## src/rtl/approx_mul_pkg.sv

```systemverilog
// approx_mul_pkg: shared cell-mode enum, row-pair type and cell selection
// for approx_mul_ha_pipe.
package approx_mul_pkg;

   typedef enum logic {
      CELL_EXACT,
      CELL_OR
   } cell_mode_e;

   localparam int DEF_WIDTH = 8;
   localparam int ROW_W     = DEF_WIDTH + 1;

   typedef struct packed {
      logic [ROW_W-1:0] sum;
      logic [ROW_W-1:0] carry;
   } pair_row_t;

   function automatic cell_mode_e cell_mode(
      input int   k,
      input int   c,
      input logic approx,
      input int   approx_cols
   );
      return (approx && ((2 * k + c) < approx_cols)) ? CELL_OR : CELL_EXACT;
   endfunction

endpackage

```

## src/rtl/approx_mul_ha_pipe_ha_pair_row.sv

```systemverilog
// ha_pair_row: half-adder cell array compressing one pair of adjacent
// partial-product rows; low absolute columns may use the OR cell.
module ha_pair_row
   import approx_mul_pkg::*;
#(
   parameter int WIDTH       = 8,
   parameter int PAIR_IDX    = 0,
   parameter int APPROX_COLS = 6
) (
   input  logic             i_approx,
   input  logic [WIDTH-1:0] i_top,
   input  logic [WIDTH-1:0] i_bot,
   output logic [WIDTH:0]   o_sum,
   output logic [WIDTH:0]   o_carry
);

   logic [WIDTH:0] w_a;
   logic [WIDTH:0] w_d;

   // bottom row sits one column left of the top row
   assign w_a = {1'b0, i_top};
   assign w_d = {i_bot, 1'b0};

   always_comb begin
      o_sum   = '0;
      o_carry = '0;
      for (int c = 0; c <= WIDTH; c++) begin
         if (cell_mode(PAIR_IDX, c, i_approx, APPROX_COLS) == CELL_OR) begin
            o_sum[c] = w_a[c] | w_d[c];
         end else begin
            o_sum[c]   = w_a[c] ^ w_d[c];
            o_carry[c] = w_a[c] & w_d[c];
         end
      end
   end

endmodule

```

## src/rtl/approx_mul_ha_pipe.sv

```systemverilog
// approx_mul_ha_pipe: 3-stage approximate half-adder-array multiplier.
// Optional stats counters under `APPROX_MUL_STATS_EN.
module approx_mul_ha_pipe
   import approx_mul_pkg::*;
#(
   parameter int WIDTH       = 8,
   parameter int APPROX_COLS = 6,
   parameter int TAG_W       = 4
) (
   input  logic               clk,
   input  logic               rst,
   input  logic               in_valid,
   output logic               in_ready,
   input  logic [WIDTH-1:0]   in_x,
   input  logic [WIDTH-1:0]   in_y,
   input  logic               in_approx,
   input  logic [TAG_W-1:0]   in_tag,
`ifdef APPROX_MUL_STATS_EN
   input  logic               stat_clr,
   output logic [31:0]        stat_total,
   output logic [31:0]        stat_mismatch,
`endif
   output logic               out_valid,
   input  logic               out_ready,
   output logic [2*WIDTH-1:0] out_p,
   output logic [TAG_W-1:0]   out_tag
);

   localparam int NPAIR = WIDTH / 2;
   localparam int P_W   = 2 * WIDTH;

   typedef struct packed {
      logic [WIDTH:0] sum;
      logic [WIDTH:0] carry;
   } row_pair_t;

   logic             w_adv;
   logic             r_s1_valid;
   logic [WIDTH-1:0] r_s1_x;
   logic [WIDTH-1:0] r_s1_y;
   logic             r_s1_approx;
   logic [TAG_W-1:0] r_s1_tag;
   row_pair_t        w_row [NPAIR];
   row_pair_t        r_s2_row [NPAIR];
   logic             r_s2_valid;
   logic [TAG_W-1:0] r_s2_tag;
   logic [P_W-1:0]   w_sum;
   logic             r_s3_valid;
   logic [P_W-1:0]   r_s3_p;
   logic [TAG_W-1:0] r_s3_tag;

   // single global enable: the whole pipe moves unless the output is stuck
   assign w_adv    = out_ready | ~r_s3_valid;
   assign in_ready = ~rst & w_adv;

   for (genvar k = 0; k < NPAIR; k++) begin : g_pair
      ha_pair_row #(
         .WIDTH       (WIDTH),
         .PAIR_IDX    (k),
         .APPROX_COLS (APPROX_COLS)
      ) u_row (
         .i_approx (r_s1_approx),
         .i_top    (r_s1_x & {WIDTH{r_s1_y[2*k]}}),
         .i_bot    (r_s1_x & {WIDTH{r_s1_y[2*k+1]}}),
         .o_sum    (w_row[k].sum),
         .o_carry  (w_row[k].carry)
      );
   end

   always_comb begin
      w_sum = '0;
      for (int k = 0; k < NPAIR; k++) begin
         w_sum = w_sum
               + (P_W'(r_s2_row[k].sum) << (2 * k))
               + (P_W'(r_s2_row[k].carry) << (2 * k + 1));
      end
   end

   always_ff @(posedge clk or posedge rst) begin
      if (rst) begin
         r_s1_valid  <= 1'b0;
         r_s1_x      <= '0;
         r_s1_y      <= '0;
         r_s1_approx <= 1'b0;
         r_s1_tag    <= '0;
         r_s2_valid  <= 1'b0;
         r_s2_tag    <= '0;
         for (int k = 0; k < NPAIR; k++) begin
            r_s2_row[k] <= '0;
         end
         r_s3_valid  <= 1'b0;
         r_s3_p      <= '0;
         r_s3_tag    <= '0;
      end else if (w_adv) begin
         r_s1_valid  <= in_valid;
         r_s1_x      <= in_x;
         r_s1_y      <= in_y;
         r_s1_approx <= in_approx;
         r_s1_tag    <= in_tag;
         r_s2_valid  <= r_s1_valid;
         r_s2_tag    <= r_s1_tag;
         for (int k = 0; k < NPAIR; k++) begin
            r_s2_row[k] <= w_row[k];
         end
         r_s3_valid  <= r_s2_valid;
         r_s3_p      <= w_sum;
         r_s3_tag    <= r_s2_tag;
      end
   end

   assign out_valid = r_s3_valid;
   assign out_p     = r_s3_p;
   assign out_tag   = r_s3_tag;

`ifdef APPROX_MUL_STATS_EN
   logic [P_W-1:0] r_s2_exact;
   logic [P_W-1:0] r_s3_exact;
   logic [31:0]    r_total;
   logic [31:0]    r_mismatch;
   logic           w_hs;

   assign w_hs = r_s3_valid & out_ready;

   always_ff @(posedge clk or posedge rst) begin
      if (rst) begin
         r_s2_exact <= '0;
         r_s3_exact <= '0;
      end else if (w_adv) begin
         r_s2_exact <= P_W'(r_s1_x) * P_W'(r_s1_y);
         r_s3_exact <= r_s2_exact;
      end
   end

   // clear wins over a same-cycle increment; both counters saturate
   always_ff @(posedge clk or posedge rst) begin
      if (rst) begin
         r_total    <= '0;
         r_mismatch <= '0;
      end else if (stat_clr) begin
         r_total    <= '0;
         r_mismatch <= '0;
      end else if (w_hs) begin
         if (r_total != '1) begin
            r_total <= r_total + 32'd1;
         end
         if ((r_s3_p != r_s3_exact) && (r_mismatch != '1)) begin
            r_mismatch <= r_mismatch + 32'd1;
         end
      end
   end

   assign stat_total    = r_total;
   assign stat_mismatch = r_mismatch;
`endif

endmodule

```

## config.mk

```make
export PLATFORM = sky130hd
export DESIGN_NAME = approx_mul_ha_pipe
export DESIGN_NICKNAME = d
export VERILOG_FILES = /design/src/rtl/approx_mul_pkg.sv /design/src/rtl/approx_mul_ha_pipe_ha_pair_row.sv /design/src/rtl/approx_mul_ha_pipe.sv
export SDC_FILE = /design/constraint.sdc
export NUM_CORES = 1
export LEC_CHECK = 0
export BUFFER_PORTS_ARGS = -buffer_cell sky130_fd_sc_hd__buf_2
export CORE_MARGIN = 2
export CORE_UTILIZATION = 65
export CTS_CLUSTER_SIZE = 8
export DETAILED_ROUTE_END_ITERATION = 10
export PLACE_DENSITY = 0.95
export SETUP_SLACK_MARGIN = 0.2
export SLEW_MARGIN = 10
export SYNTH_ARGS = -nofsm -noshare
export SYNTH_HDL_FRONTEND = slang
export SYNTH_SLANG_ARGS = --single-unit
```

## constraint.sdc

```tcl
create_clock -name clk -period 7.44 [get_ports clk]
set_clock_uncertainty 0.05 [all_clocks]
set_input_delay 1.116 -clock clk [delete_from_list [all_inputs] [get_ports clk]]
set_output_delay 1.116 -clock clk [all_outputs]
set_load 0.01 [all_outputs]
```

## Yosys cells after proc, flatten, opt, wreduce, memory -nomap -nowiden

Cells that the tools add are included.
W data, S select, Z words.

| cells by class | value |
|---|---|
| $add $sub $neg | 7 |
| multiplexer cells | 19 |
| bitwise gates (word level) | 77 |

Operator list:

| kind | count |
|---|---|
| $and A8 B8 Y8 | 8 |
| $and A1 B1 Y1 | 29 |
| $xor A1 B1 Y1 | 28 |
| $mux W1 | 19 |
| $add A15 B15 Y16 | 1 |
| $add A16 B15 Y16 | 1 |
| $add A14 B13 Y15 | 1 |
| $add A13 B13 Y14 | 1 |
| $add A12 B11 Y13 | 1 |
| $add A10 B11 Y12 | 1 |
| $add A9 B9 Y10 | 1 |
| $or A1 B1 Y1 | 10 |
| $not A1 Y1 | 2 |

| storage, ports and cells | value |
|---|---|
| register bits | 112 |
| input bits | 25 |
| output and inout port bits | 22 |
| word-level logic and storage cells | 121 |

## Longest topological paths before layout

Gate-level depths: netlist of run 1.

| logic depth | value |
|---|---|
| depth in word-level cells | 7 |
| depth in mapped cells | 15 |
| mapped depth without buffers | 15 |

## By module

A second synthesis of run 1 with hierarchy kept.

| unflattened totals | value |
|---|---|
| cell total of the unflattened synthesis | 842 |
| area total of the unflattened synthesis | 7,576.0 µm² |

By module, submodules not included:

| module | instances | cells an instance | area each (µm²) | seq. area each (µm²) |
|---|---|---|---|---|
| approx_mul_ha_pipe | 1 | 738 | 6,717.7 | 3,002.9 |
| ha_pair_row (g_pair[0].u_row) | 1 | 43 | 331.6 | 0.0 |
| ha_pair_row (g_pair[1].u_row) | 1 | 31 | 249.0 | 0.0 |
| ha_pair_row (g_pair[2].u_row) | 1 | 18 | 156.4 | 0.0 |
| ha_pair_row (g_pair[3].u_row) | 1 | 12 | 121.4 | 0.0 |

## Worst setup path after synthesis of run 1

OpenSTA, ideal clock, no wires.

| timing path | value |
|---|---|
| kind | register to register |
| start | reg r_s2_row[32] in the netlist's numbering |
| end | reg r_s3_p[15] (netlist: out_p[15]) |
| setup time | 0.142 ns |
| data arrival time | 3.672 ns |
| required time | 7.248 ns |
| slack | 3.576 ns |
| cell stages (with the launch flop) | 13 |
| path buffers | 0 |
| period minus slack after synthesis | 3.864 ns |
| cells stage by stage | dfrtp_1 fa_1 inv_1 fa_1 fa_1 fa_1 inv_1 ha_1 a21o_1 a21oi_2 a21oi_1 o311ai_0 o211ai_1 |

| on the way | value |
|---|---|
| cells in the longest elaborated chain, start to end | 4 |

RTL lines:

| element | RTL line | source |
|---|---|---|
| start, declared | approx_mul_ha_pipe.sv:44 | `row_pair_t r_s2_row [NPAIR];` |
| start signal, assigned by index | approx_mul_ha_pipe.sv:103 | `r_s2_row[k] <= w_row[k];` |
| $add A13 B13 Y14 | approx_mul_ha_pipe.sv:74 | `+ (P_W'(r_s2_row[k].sum) << (2 * k))` |
| $add A14 B13 Y15 | approx_mul_ha_pipe.sv:75 | `+ (P_W'(r_s2_row[k].carry) << (2 * k + 1));` |
| $add A15 B15 Y16 | approx_mul_ha_pipe.sv:74 |  |
| $add A16 B15 Y16 | approx_mul_ha_pipe.sv:75 |  |
| end signal, assigned | approx_mul_ha_pipe.sv:106 | `r_s3_p <= w_sum;` |
| end, declared | approx_mul_ha_pipe.sv:49 | `logic [P_W-1:0] r_s3_p;` |

No other way between the ends.
A chain may end at the register's enable or synchronous reset.

## Final worst setup path of run 1

| timing path | value |
|---|---|
| start | reg r_s2_row[12] in the netlist's numbering |
| end | reg r_s3_p[15] (netlist: out_p[15]) |

| on the way | value |
|---|---|
| cells in the longest elaborated chain, start to end | 2 |

RTL lines:

| element | RTL line |
|---|---|
| $add A15 B15 Y16 | approx_mul_ha_pipe.sv:74 |
| $add A16 B15 Y16 | approx_mul_ha_pipe.sv:75 |

No other way between the ends.

==> reports/results.tsv, run 1 <==
metric	value	unit
post-place-ws	3326	ps
status	finished clean	
finalSetupViolCount	0	
die_y	105.8	um
synthArstFlopShare	100.0	%
synth_edf_count	0	
p_clk_share	11.1	%
synth_fp_nets	876	
irDropWorstVdd	0.3250	mV
cp_cell_sequence	inv_1 > fa_1 > fa_1 > fa_1 > fa_1 > inv_1 > ha_1 > a21o_1 > a21oi_2 > a21oi_1 > o311ai_0 > o211ai_1	
ys_types	30	
post-cts-setup-buffers	0	
swShare	47.23	%
dp_cells	898	
critPathKind	flip-flop to flip-flop	
cts.sink_count	112	
endpoint_kind	flip-flop	
fin_crit	4133	ps
pwr-share-seq	29.3	%
switchingPower	1.588	mW
antenna_cells	0	
num_vias	5065	
fmax	242.0	MHz
grt_pass1_vias	5185	
hold_viol_final	0	
rows	37	
yosys_warnings	0	
synth_seq_cells	112	
arrival	4350	ps
grt_max_degree	117	
instances_no_fill	914	
dp_hpwl	10.18	mm
htree_levels	3	
mostFrequentLayoutCell	nand2_1	
cts_hold_buf	0	
final_nets	900	
vias_per_cell	5.542	
drtIter0Drc	424	
setup_slack	3307	ps
reg2reg_depth	12	
antenna_found_initial	0	
crit_required	7660	ps
path_clk_slew	110	ps
cpLargestDelayFamily	adder cells	
crit_path_max_incr_delay	570	ps
yosysSeqAreaShare	41.62	%
worstPathBufferInverterCount	2	
cts_root_buffer	clkbuf_8	
grt_first_pass_wirelength	24.69	mm
ys.flop_type	dfrtp_1	
ios	47	
synth_cells	749	
final-max-slew-violation-count	0	
final_cell_mix	241 x nand2_1, 112 x dfrtp_1, 104 x inv_1, 64 x ha_1, 46 x buf_2	
grt_use_total	28.26	%
syn_to_final_growth	7.525	%
drive_above_1_share	8.997	%
power_frac_comb	59.6	%
setup_tns	0	ps
rsz0062_at_grt	no	
post_cts_resize_count	0	
path_common_cell	fa_1	
drt-wirelength-per-cell	16.04	um
drcViolationCount	0	
power.leakage	4.082	nW
cp-start-kind	flip-flop	
gp_congestion	0.8205	
cts-buffers-inserted	9	
initial_utilization	66.12	%
fin_area	0.007241	sq mm
worst_pin_slew	1103	ps
powerDensity	464.5	mW/mm^2
crit_fanout	5	
core	0.01018	sq mm
max_cap_viol_count	0	
wl	14.66	mm
path_depth	12	
io_buffers	46	
period_share	55.55	%
clockBufferDepth	2	
overflow	0	
slowest_stage	fa_1	
slew_headroom	26.50	%
place_area	0.007034	sq mm
die_w	105.8	um
firstDrtPassIters	7	
syn-cell-area	0.006734	sq mm
cts_tree	done	
die_area	0.01119	sq mm
synth_area_per_cell	8.991	sq um
clkLatencyLatePin	400	ps
hold_class	flip-flop to flip-flop	
worstHoldPathCells	2	
power.internal	1.775	mW
ant_nets	0	
cells by family after synthesis:
family          Yosys count  synth area share, %
compound gates           67                5.518
xor+xnor                  7               0.9105
fa+ha+maj               102                23.19
buf+inv                 141                7.934
flops                   112                41.62
mux                       6               0.8919
simple gates            314                19.94
final timing paths:
| kind | start | endpoint | slack [ps] |
|---|---|---|---|
| max | r_s2_row[12]$_DFFE_PP0N_ | out_p[15]$_DFFE_PP0N_ | 3310 |
| min reg2reg | out_p[6]$_DFFE_PP0N_ | out_p[6]$_DFFE_PP0N_ | 420 |
| min in group asynchronous | rst | r_s2_valid$_DFFE_PP0N_ | 790 |
| max reg2reg | r_s2_row[12]$_DFFE_PP0N_ | out_p[15]$_DFFE_PP0N_ | 3310 |
| min | out_p[6]$_DFFE_PP0N_ | out_p[6]$_DFFE_PP0N_ | 420 |
| max in group asynchronous | rst | r_s2_row[48]$_DFFE_PP0N_ | 5410 |
final cells by class:
| class | instances | area [sq um] |
|---|---|---|
| multi-input cells | 496 | 3412 |
| fillers | 700 | 2944 |
| flip-flops and latches | 112 | 2803 |
| inverters | 105 | 396.6 |
| repair buffers | 49 | 252.7 |
| well taps | 136 | 170.2 |
| clock buffers | 9 | 123.9 |
| clock inverters | 7 | 82.58 |
through the flow:
stage	utilization, %	power [mW]	hold slack [ps]
final	71.09	3.363	424.5
after global routing	71.09	3.711	460.6
after CTS	71.09	3.375	432.7
after detailed placement	69.07	2.974	405.1
after global placement	69.07	2.802	390.7
after floorplan	-	2.448	380.0
power groups by stage:
stage,sequential [mW],combinational [mW],clock (mW)
2_1_floorplan,0.941,1.51,0
3_3_place_gp,0.981,1.82,0
3_5_place_dp,0.992,1.98,0
4_1_cts,0.982,2.02,0.377
5_1_grt,1.01,2.30,0.404
6_report,0.987,2.00,0.373
state kept, by name, indices dropped and copies added (netlist names), 4 cells and up:
register  count
out_p        16
out_tag       4
r_s1_tag      4
r_s1_x        8
r_s1_y        8
r_s2_row     64
r_s2_tag      4
cell usage after synthesis (3+ instances only):
cell / n / area (sq um)
nand2_1: 241 / 904.6
dfrtp_1: 112 / 2803
inv_1: 105 / 394.1
ha_1: 64 / 800.8
o21ai_0: 44 / 220.2
and2_1: 38 / 237.7
fa_1: 38 / 760.7
clkbuf_1: 30 / 112.6
nand3_1: 10 / 50.05
a21oi_1: 9 / 45.04
nand3b_1: 9 / 67.56
nor2_1: 7 / 26.28
mux2i_1: 6 / 60.06
a21o_1: 4 / 30.03
buf_2: 4 / 20.02
xnor2_1: 4 / 35.03
nand4_1: 3 / 18.77
xor2_1: 3 / 26.28
worst register-to-register path: stages (launching register included):
cell and delay, ps:
dfrtp_1 400, inv_1 120, fa_1 470, fa_1 530, fa_1 550, fa_1 570, inv_1 50, ha_1 350
a21o_1 190, a21oi_2 180, a21oi_1 100, o311ai_0 320, o211ai_1 140
layer usage:
layer  track usage [%]  up-vias  part of all wire [%]
met4             10.24        0                   3.1
li1                  -     2336                     -
met2             47.65      232                    50
met5                 0        -                     0
met3             6.926       48                   7.8
met1             35.69     2449                    39
Note: power is estimated with default switching activity, not from simulation.
==> run 2: changes to the inputs <==
CORE_UTILIZATION = 55   (was 65)
PLACE_DENSITY = 0.87   (was 0.95)
clock period = 3.5 ns   (was 7.44 ns; I/O delays follow)
==> reports/results.tsv, run 2 (same netlist as run 1, synthesis figures left out) <==
metric	value	unit	change
fin_crit	3955	ps	-177.8 ps
setup_tns	-2620	ps	-2620 ps
gp_congestion	0.7957		-3.0%
drcViolationCount	0		unchanged
antenna_cells	0		unchanged
instances_no_fill	961		+5.1%
die_y	114.7	um	+8.4%
htree_levels	3		unchanged
largest_reg_flops	64		unchanged
mostFrequentLayoutCell	nand2_1		
cts.sink_count	112		unchanged
final_nets	936		+4.0%
ios	47		unchanged
cts-buffers-inserted	9		unchanged
vias_per_cell	5.207		-6.0%
antenna_found_initial	0		unchanged
slew_headroom	43.31	%	+17 points
drtIter0Drc	271		-36%
core	0.01196	sq mm	+17%
violations	setup timing		
reg2reg_depth	12		unchanged
num_vias	5004		-1.2%
die_area	0.01314	sq mm	+17%
endpoint_kind	flip-flop		
crit_fanout	2		-3
rows	40		+8.1%
cts_tree	done		
grt_max_degree	103		-12%
cp-start-kind	flip-flop		
critPathKind	flip-flop to flip-flop		
hold_viol_final	0		unchanged
powerDensity	1142	mW/mm^2	+150%
fin_util	64.93	%	-6.2 points
crit_required	3710	ps	-3950 ps
regMostFlops	r_s2_row		
final_cell_mix	240 x nand2_1, 112 x dfrtp_1, 88 x inv_1, 59 x ha_1, 46 x buf_2		
firstDrtPassIters	4		-3
final-max-slew-violation-count	0		unchanged
status	finished with violations		
setup_slack	-455.2	ps	-3762 ps
finalSetupViolCount	8		+8
period_share	113.0	%	+57 points
syn_to_final_growth	15.33	%	
arrival	4160	ps	-190 ps
grt_use_total	23.34	%	-4.9 points
grt_first_pass_wirelength	23.79	mm	-3.6%
clkLatencyLatePin	360	ps	-40 ps
max_cap_viol_count	0		unchanged
initial_utilization	56.30	%	-9.8 points
ant_nets	0		unchanged
clockBufferDepth	2		unchanged
drive_above_1_share	16.58	%	+7.6 points
grt_pass1_vias	4973		-4.1%
power	8.867	mW	+160%
path_clk_slew	80	ps	-30 ps
rsz0062_at_grt	yes		
dp_hpwl	9.755	mm	-4.2%
io_buffers	46		unchanged
overflow	0		unchanged
post-place-ws	-344.3	ps	-3670 ps
die_w	114.7	um	+8.4%
dp_cells	937		+4.3%
power.leakage	4.301	nW	+5.4%
drt-wirelength-per-cell	14.96	um	-6.7%
fmax	252.8	MHz	+4.5%
hold_class	input pin to async pin		
wl	14.38	mm	-1.9%
worst_pin_slew	848.6	ps	-253.9 ps
cts_root_buffer	clkbuf_16		
irDropWorstVdd	0.7902	mV	+140%
-- run 2: changes by cell type in the layout (fill, tap and decap cells not counted), moves of 4 or more --
| cell | delta |
|---|---|
| buf_4 | +31 |
| clkbuf_8 | -9 |
| ha_4 | +4 |
| inv_2 | +16 |
| inv_1 | -16 |
| clkbuf_16 | +9 |
| ha_1 | -5 |
-- run 2: cell type report --
| class | instances | area (sq um) |
|---|---|---|
| well taps | 147 | 183.9 |
| repair buffers | 85 | 559.3 |
| inverters | 105 | 397.9 |
| clock buffers | 10 | 229.0 |
| multi-input cells | 496 | 3507 |
| fillers | 910 | 4195 |
| flip-flops and latches | 112 | 2803 |
| clock inverters | 6 | 86.33 |
-- run 2: through the flow --
stage	hold slack [ps]	instance area, sq um
final	283.8	7766
after global routing	302.8	7766
after CTS	299.6	7707
after detailed placement	401.7	7325
after global placement	397.0	7325
after floorplan	380.0	6778
-- run 2: metal layers --
metal | global-route usage [%] | share of wire (%) | vias up
met5 | 0 | 0 | -
met4 | 10.41 | 2.5 | 0
met3 | 2.806 | 3.9 | 31
met2 | 37.91 | 50 | 122
met1 | 31.74 | 44 | 2430
li1 | - | - | 2421
-- run 2: power breakdown --
| part | internal, mW | total (mW) | switching, mW |
|---|---|---|---|
| clock network | 0.577 | 1.10 | 0.521 |
| logic | 2.69 | 5.68 | 2.99 |
| registers | 1.73 | 2.09 | 0.351 |
-- run 2: final timing paths --
check                                         end  slack [ps]                      from
max in group asynchronous    out_p[3]$_DFFE_PP0N_        2270                       rst
min reg2reg                  out_p[3]$_DFFE_PP0N_         410      out_p[3]$_DFFE_PP0N_
max reg2reg                 out_p[14]$_DFFE_PP0N_        -460  r_s2_row[40]$_DFFE_PP0N_
max                         out_p[14]$_DFFE_PP0N_        -460  r_s2_row[40]$_DFFE_PP0N_
min in group clk            r_s1_x[0]$_DFFE_PP0N_         310                   in_x[0]
min                        r_s2_valid$_DFFE_PP0N_         280                       rst
-- run 2: critical path, stage by stage, from the launching register on --
cell	delay, ps
dfrtp_1	360
inv_2	50
fa_1	560
inv_2	40
fa_1	480
fa_1	550
fa_2	490
fa_2	410
a21o_1	180
nand4_1	130
a31oi_2	120
o21a_1	190
o31ai_1	230
-- run 2: repair_timing --
action,4_1_cts,5_1_grt
setup buffers,6,2
pin swaps,7,17
hold buffers,0,0
endpoints found under the setup margin,9,9
gates resized for setup,8,19
